## config.mk

```make
export PLATFORM = sky130hd
export DESIGN_NAME = btb_update_queue
export DESIGN_NICKNAME = d
export VERILOG_FILES = /design/src/rtl/biriq_bpu_pkg.sv /design/src/rtl/btb_update_queue.sv
export SDC_FILE = /design/constraint.sdc
export NUM_CORES = 1
export LEC_CHECK = 0
export ABC_AREA = 1
export ABC_CLOCK_PERIOD_IN_PS = 12000
export CORE_MARGIN = 2
export CORE_UTILIZATION = 24
export DETAILED_ROUTE_END_ITERATION = 6
export HOLD_SLACK_MARGIN = 0.08
export PLACE_DENSITY = 0.4
export REMOVE_ABC_BUFFERS = 1
export SLEW_MARGIN = 5
export SYNTH_ARGS = -nofsm -noshare
export SYNTH_HDL_FRONTEND = slang
export SYNTH_SLANG_ARGS = --single-unit
export TNS_END_PERCENT = 1
```

## constraint.sdc

```tcl
create_clock -name core_clock_i -period 12 [get_ports core_clock_i]
set_input_delay 3 -clock core_clock_i [delete_from_list [all_inputs] [get_ports core_clock_i]]
set_output_delay 3 -clock core_clock_i [all_outputs]
set_load 0.005 [all_outputs]
```

## src/rtl/biriq_bpu_pkg.sv

```systemverilog
// Shared branch-prediction types: BTB training record and 2-bit counter helpers.
package biriq_bpu_pkg;

   localparam logic [1:0] CNTR_WEAK_T  = 2'b10;
   localparam logic [1:0] CNTR_WEAK_NT = 2'b01;

   // One BTB training update; 70 bits. The branch type field is named btype
   // because "type" is a reserved word.
   typedef struct packed {
      logic [29:0] vpc;
      logic [29:0] target;
      logic [1:0]  cntr;
      logic        tkn;
      logic [1:0]  btype;
      logic        present;
      logic        way;
      logic        bm_mod;
      logic        call;
      logic        ret;
   } btb_upd_t;

   // Saturating 2-bit counter step toward the resolved direction.
   function automatic logic [1:0] sat_cntr2(input logic [1:0] cntr, input logic tkn);
      if (tkn) return (cntr == 2'b11) ? 2'b11 : cntr + 2'b01;
      else     return (cntr == 2'b00) ? 2'b00 : cntr - 2'b01;
   endfunction

endpackage

```

## src/rtl/btb_update_queue.sv

```systemverilog
// Non-stalling FIFO of BTB training updates: merges same-slot tail updates,
// drops on overflow, and stores the already-updated 2-bit counter.
module btb_update_queue
   import biriq_bpu_pkg::*;
#(
   parameter int unsigned DEPTH = 4
) (
   input  logic        core_clock_i,
   input  logic        core_reset_i,
   input  logic        upd_valid_i,
   input  logic [29:0] upd_vpc_i,
   input  logic [29:0] upd_target_i,
   input  logic [1:0]  upd_cntr_i,
   input  logic        upd_tkn_i,
   input  logic [1:0]  upd_type_i,
   input  logic        upd_present_i,
   input  logic        upd_way_i,
   input  logic        upd_bm_mod_i,
   input  logic        upd_call_i,
   input  logic        upd_ret_i,
   input  logic        btb_ready_i,
   output logic        btb_valid_o,
   output logic [29:0] btb_vpc_o,
   output logic [29:0] btb_target_o,
   output logic [1:0]  btb_cntr_o,
   output logic        btb_tkn_o,
   output logic [1:0]  btb_type_o,
   output logic        btb_present_o,
   output logic        btb_way_o,
   output logic        btb_bm_mod_o,
   output logic        btb_call_o,
   output logic        btb_ret_o,
   output logic        drop_o
);

   localparam int unsigned PTR_W = $clog2(DEPTH);

   btb_upd_t         q [DEPTH];
   logic [PTR_W-1:0] rd_ptr;
   logic [PTR_W-1:0] wr_ptr;
   logic [PTR_W-1:0] tail_ptr;
   logic [PTR_W:0]   count;
   logic             pop;
   logic             merge;
   logic             push;
   btb_upd_t         wdata;
   btb_upd_t         head;

   // Decide pop/merge/push/drop and build the entry to write.
   always_comb begin
      tail_ptr = wr_ptr - PTR_W'(1);
      pop      = (count != '0) && btb_ready_i;
      // When count==1 the tail is the head; a merge into an entry leaving
      // this cycle would be lost, so it enqueues fresh instead.
      merge    = upd_valid_i && (count != '0)
                 && (q[tail_ptr].vpc == upd_vpc_i)
                 && (q[tail_ptr].way == upd_way_i)
                 && !(pop && (count == (PTR_W+1)'(1)));
      push     = upd_valid_i && !merge && ((count < (PTR_W+1)'(DEPTH)) || pop);
      drop_o   = upd_valid_i && !merge && !push;

      wdata.vpc     = upd_vpc_i;
      wdata.target  = upd_target_i;
      wdata.tkn     = upd_tkn_i;
      wdata.btype   = upd_type_i;
      wdata.present = upd_present_i;
      wdata.way     = upd_way_i;
      wdata.bm_mod  = upd_bm_mod_i;
      wdata.call    = upd_call_i;
      wdata.ret     = upd_ret_i;
      if (!upd_present_i)
         wdata.cntr = upd_tkn_i ? CNTR_WEAK_T : CNTR_WEAK_NT;
      else
         wdata.cntr = sat_cntr2(upd_cntr_i, upd_tkn_i);
      if (merge) begin
         wdata.cntr   = sat_cntr2(q[tail_ptr].cntr, upd_tkn_i);
         wdata.bm_mod = upd_bm_mod_i | q[tail_ptr].bm_mod;
         wdata.call   = upd_call_i   | q[tail_ptr].call;
         wdata.ret    = upd_ret_i    | q[tail_ptr].ret;
      end
   end

   // Pointer and occupancy state.
   always_ff @(posedge core_clock_i or posedge core_reset_i) begin
      if (core_reset_i) begin
         rd_ptr <= '0;
         wr_ptr <= '0;
         count  <= '0;
      end else begin
         if (pop)  rd_ptr <= rd_ptr + PTR_W'(1);
         if (push) wr_ptr <= wr_ptr + PTR_W'(1);
         if (push && !pop)      count <= count + (PTR_W+1)'(1);
         else if (pop && !push) count <= count - (PTR_W+1)'(1);
      end
   end

   // Entry storage; contents are don't-care until written, so no reset.
   always_ff @(posedge core_clock_i) begin
      if (merge)     q[tail_ptr] <= wdata;
      else if (push) q[wr_ptr]   <= wdata;
   end

   // Head entry drives the BTB write port.
   always_comb begin
      head          = q[rd_ptr];
      btb_valid_o   = (count != '0);
      btb_vpc_o     = head.vpc;
      btb_target_o  = head.target;
      btb_cntr_o    = head.cntr;
      btb_tkn_o     = head.tkn;
      btb_type_o    = head.btype;
      btb_present_o = head.present;
      btb_way_o     = head.way;
      btb_bm_mod_o  = head.bm_mod;
      btb_call_o    = head.call;
      btb_ret_o     = head.ret;
   end

endmodule

```

---- Word level (Yosys, flattened, before mapping) ----
Memories as Yosys holds them, arrays and structs flattened.
Index checks and enable logic that the tools add are counted.
word-level totals
  memory bits (writable) .................. 280
  bits in registers ....................... 7
  input bits .............................. 74
  memories kept ........................... 1
  logic and storage cells ................. 63
  output and inout bits ................... 72
memory list
  memory  words  width  rd ports  clocked after Yosys merged registers in  wr ports  line                    source
  q       4      70     2         0                                        1         btb_update_queue.sv:38  btb_upd_t q [DEPTH];
operators by class
  add/subtract/negate cells ............... 9
  multiplexer cells ....................... 20
  eq/ne operators ......................... 5
  reductions and logical operators ........ 21
  magnitude comparators ................... 1
  bitwise logic cells ..................... 3
operators by type and width
  kind                                                 count
  2-to-1 mux 70 bit                                    1
  OR reduction 70 bit                                  1
  equality test 30 bit                                 1
  2-to-1 mux 2 bit                                     10
  logical AND 1 bit                                    11
  2-to-1 mux 3 bit                                     3
  adder 2 x 1 -> 2 bit, second input constant          4
  2-to-1 mux 1 bit                                     6
  subtractor 2 x 1 -> 2 bit, second input constant     3
  equality test 2 bit, second input constant           2
  logical NOT 1 bit                                    4
  logical NOT 2 bit                                    2
  adder 3 x 1 -> 3 bit, second input constant          1
  equality test 3 x 1 -> 1 bit, second input constant  1
  < comparator 3 bit, second input constant            1
  bitwise OR 1 bit                                     3
  nonzero test 3 bit                                   1
  subtractor 3 x 1 -> 3 bit, second input constant     1
  nonzero test 2 bit                                   1
  equality test 1 bit                                  1
  logical OR 1 bit                                     1

---- Depth between registers and ports, before layout ----
An unclocked memory read counts as a cell.
  depth after elaboration ................. 14
  depth in mapped cells ................... 24

---- Worst setup path after synthesis ----
OpenSTA, ideal clock, no wires.
  kind .................................... in2reg
  start ................................... input port upd_valid_i
  end ..................................... memory q[0][0] (netlist bit), enable pin
  path buffers ............................ 2
  data arrival time ....................... 7002 ps
  path slack .............................. 4499 ps
  stages on the path ...................... 14
  setup time .............................. 498 ps
  cells stage by stage .................... buf_2 -> nand2_1 -> a31oi_1 -> nand2_1 -> inv_1 -> nand2_1 -> nor2_1 -> nand2_1 -> nor2_1 -> nand2_2 -> buf_6 -> nand4_1 -> nand2_1 -> nor2_1
on the way
  cells in the longest elaborated chain, start to end .. 12
ends and longest elaborated chain
  element                                                                       line                     source
  start: declaration                                                            btb_update_queue.sv:10   input logic upd_valid_i,
  logical AND 1 bit                                                             btb_update_queue.sv:55   merge = upd_valid_i && (count != '0)
  logical AND 1 bit                                                             btb_update_queue.sv:56   && (q[tail_ptr].vpc == upd_vpc_i)
  logical AND 1 bit                                                             btb_update_queue.sv:57   && (q[tail_ptr].way == upd_way_i)
  logical AND 1 bit                                                             btb_update_queue.sv:58   && !(pop && (count == (PTR_W+1)'(1)));
  logical NOT 1 bit                                                             btb_update_queue.sv:59   push = upd_valid_i && !merge && ((count < (PTR_W+1)'(DEPTH)) || pop);
  logical AND 1 bit (2 in a row)                                                btb_update_queue.sv:59
  2-to-1 mux 1 bit                                                              btb_update_queue.sv:100  else if (push) q[wr_ptr] <= wdata;
  2-to-1 mux 1 bit                                                              btb_update_queue.sv:99   if (merge) q[tail_ptr] <= wdata;
  2-to-1 mux 1 bit (not written as such)                                        btb_update_queue.sv:100
  OR reduction 70 bit (no source line)                                          --
  2-to-1 mux 2 bit (no source line) / 2-to-1 mux 1 bit (equally long branches)  --
  end: declaration                                                              btb_update_queue.sv:38
Several ways; a longest one is shown, not always the timed one.

---- Worst setup path in the final report ----
  start ................................... input port upd_valid_i
  end ..................................... output port drop_o
on the way
  cells in the longest elaborated chain, start to end .. 9
ends and longest elaborated chain
  element                line                                            source
  logical AND 1 bit      btb_update_queue.sv:55
  logical AND 1 bit      btb_update_queue.sv:56
  logical AND 1 bit      btb_update_queue.sv:57
  logical AND 1 bit      btb_update_queue.sv:58
  logical NOT 1 bit      btb_update_queue.sv:59, btb_update_queue.sv:60
  logical AND 1 bit (*)  btb_update_queue.sv:59, btb_update_queue.sv:60
  logical AND 1 bit      btb_update_queue.sv:59
  logical NOT 1 bit      btb_update_queue.sv:60                          drop_o = upd_valid_i && !merge && !push;
  logical AND 1 bit (*)  btb_update_queue.sv:60
  end: declaration       btb_update_queue.sv:33                          output logic drop_o
Every way passes the cells marked *; elsewhere a longest branch is shown, timed or not.

==> impl_results.md <==
* Synthesized-area fraction occupied by and/or/nand/nor cells at 18.2%
* Max clock buf depth at 3
* Share of the synthesized area in the top cell type at 65.5%
* I/O pin total at 146
* DRC errors left at 0
* Via count at 9339
* Combined area of the multi-input logic cells at 3760 um2
* Hold violation total from the final report at 0
* Source-to-sink clock delay at the later pin of the worst-skew pair at 550 ps
* Time the worst path needs with I/O delays and setup at 8250 ps
* Synth Register Bits at 287
* Post-synthesis cell count at between 1000 and 1500
* Final worst path period share at 68.7%
* Ratio of cells with drive above 1 in the final layout at under 10%
* Comb power frac at 43.0%
* Measured slew at the worst slew-check pin at ~990 ps
* Share of power burned in registers at 33.8%
* Fraction of the mapped netlist area in compound gates at 10.1%
* Kind of start point of the critical path: input port
* Net switching power at about 1.7 mW
* Leading cell types by total area after synthesis: sky130_fd_sc_hd__edfxtp_1 (66%), sky130_fd_sc_hd__nand2_1 (11%), sky130_fd_sc_hd__o21ai_0 (5.8%)
* Fin Setup TNS at 0 ps
* Clock transition at the registers of the reported paths at 50 ps
* Count of hold-fix buffers inserted at cts at 0
* Outcome: complete, no violations
* Final layout net count at ~1500
* Detail-routed via count per cell at ~4.5
* Worst endpoint required time at ~9000 ps
* Initial DRC count at 470
* Post-synthesis async set-or-reset flop share at 2.44%
* Count leader, synth: sky130_fd_sc_hd__nand2_1
* Detailed Route WL at ~39 mm
* Adder-Cell Fraction of Synth Area at less than 1%
* Final design utilization at slightly above 30%
* HPWL Detailed at 21.0 mm
* Crit path top cell by count: sky130_fd_sc_hd__nand2_1
* Mean area per synthesized cell at ~10 um2
* Ordered cell list for the critical path: clkdlybuf4s50_1 -> nand2_1 -> a31oi_1 -> nand2_1 -> inv_1 -> nand2_1 -> nor2_1 -> nand2_1 -> nor2_1 -> nand2_2 -> nand2_1 -> nor2_1 -> clkdlybuf4s50_1
* Highest cell delay on the worst timing path at 670 ps
* Global-route wire length before repair at ~60 mm
* Worst hold-check path type: reg2reg
* Starting density of the core at 24.4%
* Clock Skews at roughly 17 ps
* Launch instance of the worst register-to-register path: wr_ptr[0]
* Die Ht at 235 um
* Count of cells along the worst register-to-register path at 18
* Setup slack, reg-to-reg at 6100 ps
* Number of detailed-route iterations in the first pass at 5
* Worst setup EP type: output port
* Portion of the post-synthesis area used by sequential elements at 66.9%
* Die Span X at 235 um
* Register Area at 8590 um2
* Cell area power density at 271 nW/um2
* Layout filler cell count at between 5000 and 6000
* Remaining Overflow, GRT at 0
* Worst voltage drop across the vdd grid at approximately 0.11 mV
* DIE AREA at between 50000 and 60000 um2
* PostCTS Resize Cnt at 0
* Average detailed-routed wire length per instance at between 15 and 20 um
* Count of clock tree sinks at 287
* Launch point of the worst path: upd_valid_i
* Arrival time at the worst endpoint at between 5000 and 6000 ps
* DRT antenna net count at 0
* Maximum number of pins on one net before global-route repair at 73
* H-tree depth at 2
* Post-synth EDFFs at 280
* Synthesized area at roughly 13000 um2
* Max-Cap Viols at 0
* Max Transition Viols Final at 0
* Total leakage power at 5.92 nW
* Mux cell area share after synthesis at 0%
* Final setup violating endpoints at 0
* TritonCTS clock tree: built
* Vias in the first global route at between 9000 and 10000
* Unrepaired setup endpoints after global routing: no
* Total of buffers placed on input and output ports at 145
* Critical register-to-register path endpoint: q[3][45]
* Clock power frac at 23.2%
* Number of antenna violations at the first check in global routing at 1
* Antenna cells at 0
* Worst rel slew slack at 33.8%
* Main flop type after synthesis: sky130_fd_sc_hd__edfxtp_1
* Most frequent cells after synthesis: sky130_fd_sc_hd__nand2_1 (385), sky130_fd_sc_hd__edfxtp_1 (280), sky130_fd_sc_hd__nor2_1 (166)
* Achievable Freq at around 120 MHz
* Last element of the critical path: drop_o
* Switching fraction of total power at around two fifths
* Root buffer cell: sky130_fd_sc_hd__clkbuf_16
* Post-synthesis cell type with the largest combined area: sky130_fd_sc_hd__edfxtp_1
* Critical-path cell with the highest stage delay: sky130_fd_sc_hd__clkdlybuf4s50_1
* Total setup buffers inserted after CTS at 0
* XOR/XNOR Fraction of Synth Area at 0.273%
* Combined global-route utilization of all metal layers at between 10% and 20%
* Biggest fanout along the worst timing path at 14
* Routability congestion estimate from global placement at a little over 0.7
* Num CTS Buffers at 36
* Count of distinct cell types in the synthesized netlist at 28
* Dominant combinational cell family by area after synthesis: simple AND/OR/NAND/NOR gates
* Type of the worst setup path: in2out
* Cell row count at 84
* Cell-internal power at 2.65 mW
* Relative area change from synthesis to final layout at 25.1%
* Count of warnings emitted by yosys at 0
* Floorplan core area at 52700 um2
[stage by stage]
| stage | cell area, um2 | hold WS (ps) | setup slack (ps) | power (mW) | instances |
|---|---|---|---|---|---|
| after detailed placement | 15000 | 519 | 3700 | 3.42 | 2024 |
| after global routing | 16000 | 552 | 3520 | 4.69 | 2089 |
| after floorplan | 12500 | 478 | 4160 | 2.45 | 1176 |
| final | 16000 | 524 | 3750 | 4.35 | 2089 |
| after global placement | 15000 | 513 | 3700 | 3.42 | 2024 |
| after CTS | 16000 | 534 | 3680 | 4.47 | 2089 |
[layout by cell type, fill, tap and decap left out, drive strengths merged]
master         Yosys  final
a21oi              4      4
a221oi             3      3
a22oi              2      2
a31oi              3      3
buf               25     15
bufinv             0      1
clkbuf            44     46
clkdlybuf4s50      0    145
clkinv             0     15
clkinvlp           0      1
dfrtp              7      7
edfxtp           280    280
ha                 5      5
inv               50     52
nand2            387    387
nand3             23     23
nand3b            13     13
nand4              5      5
nor2             166    166
o21ai            148    148
o21bai             3      3
o22ai             70     70
o31ai              2      2
or2                1      1
xnor2              1      1
xor2               3      3
[worst min path at each step]
stage,start,to,slack (ps),depth (start not counted)
after detailed placement,count[1],count[1],520,2
after CTS,count[1],count[1],530,2
final,count[1],count[1],520,2
after floorplan,count[1],count[1],480,2
after global placement,count[1],count[1],510,2
after global routing,count[2],count[2],550,2
[sequential cells by signal (all words and copies together), names as in the netlist]
name    cells
q         280
rd_ptr      2
count       3
wr_ptr      2
[power by group through the flow]
| stage | clock [mW] | combinational [mW] | sequential [mW] |
|---|---|---|---|
| final | 1.01 | 1.87 | 1.47 |
| after global routing | 1.08 | 2.11 | 1.50 |
| after CTS | 1.05 | 1.94 | 1.47 |
| after detailed placement | 0 | 1.93 | 1.49 |
| after global placement | 0 | 1.93 | 1.49 |
| after floorplan | 0 | 0.916 | 1.54 |
[kinds of logic (layout without fill, tap and decap cells)]
family | count (synthesis) | after routing
AOI/OAI and AO/OA | 235 | 235
adders and majority gates | 5 | 5
buffers and inverters | 119 | 275
xor gates and xnor gates | 4 | 4
and+or+nand+nor | 595 | 595
DFF | 287 | 287
[layer usage]
layer	global-route usage, %	routed length (um)	vias to the layer above
met3	2.95	1910	58
met4	4.33	846	2
li1	-	-	4573
met5	0	13	-
met1	17.8	17300	4520
met2	23.1	18500	186
[critical path, delay by kind of cell]
family / cells / cell delay, ps
buffers and inverters: 3 / 1170
and+or+nand+nor: 9 / 910
AOI/OAI and AO/OA: 1 / 150
[area by class of cell]
cell class | instances | share of cell area, %
Clock inverter | 19 | 0.756
Timing Repair Buffer | 160 | 9.75
Tap cell | 688 | 5.36
Clock buffer | 46 | 5.98
Multi-Input combinational cell | 839 | 23.4
Sequential cell | 287 | 53.5
Inverter | 50 | 1.20
(Power assumes the default switching activity.)
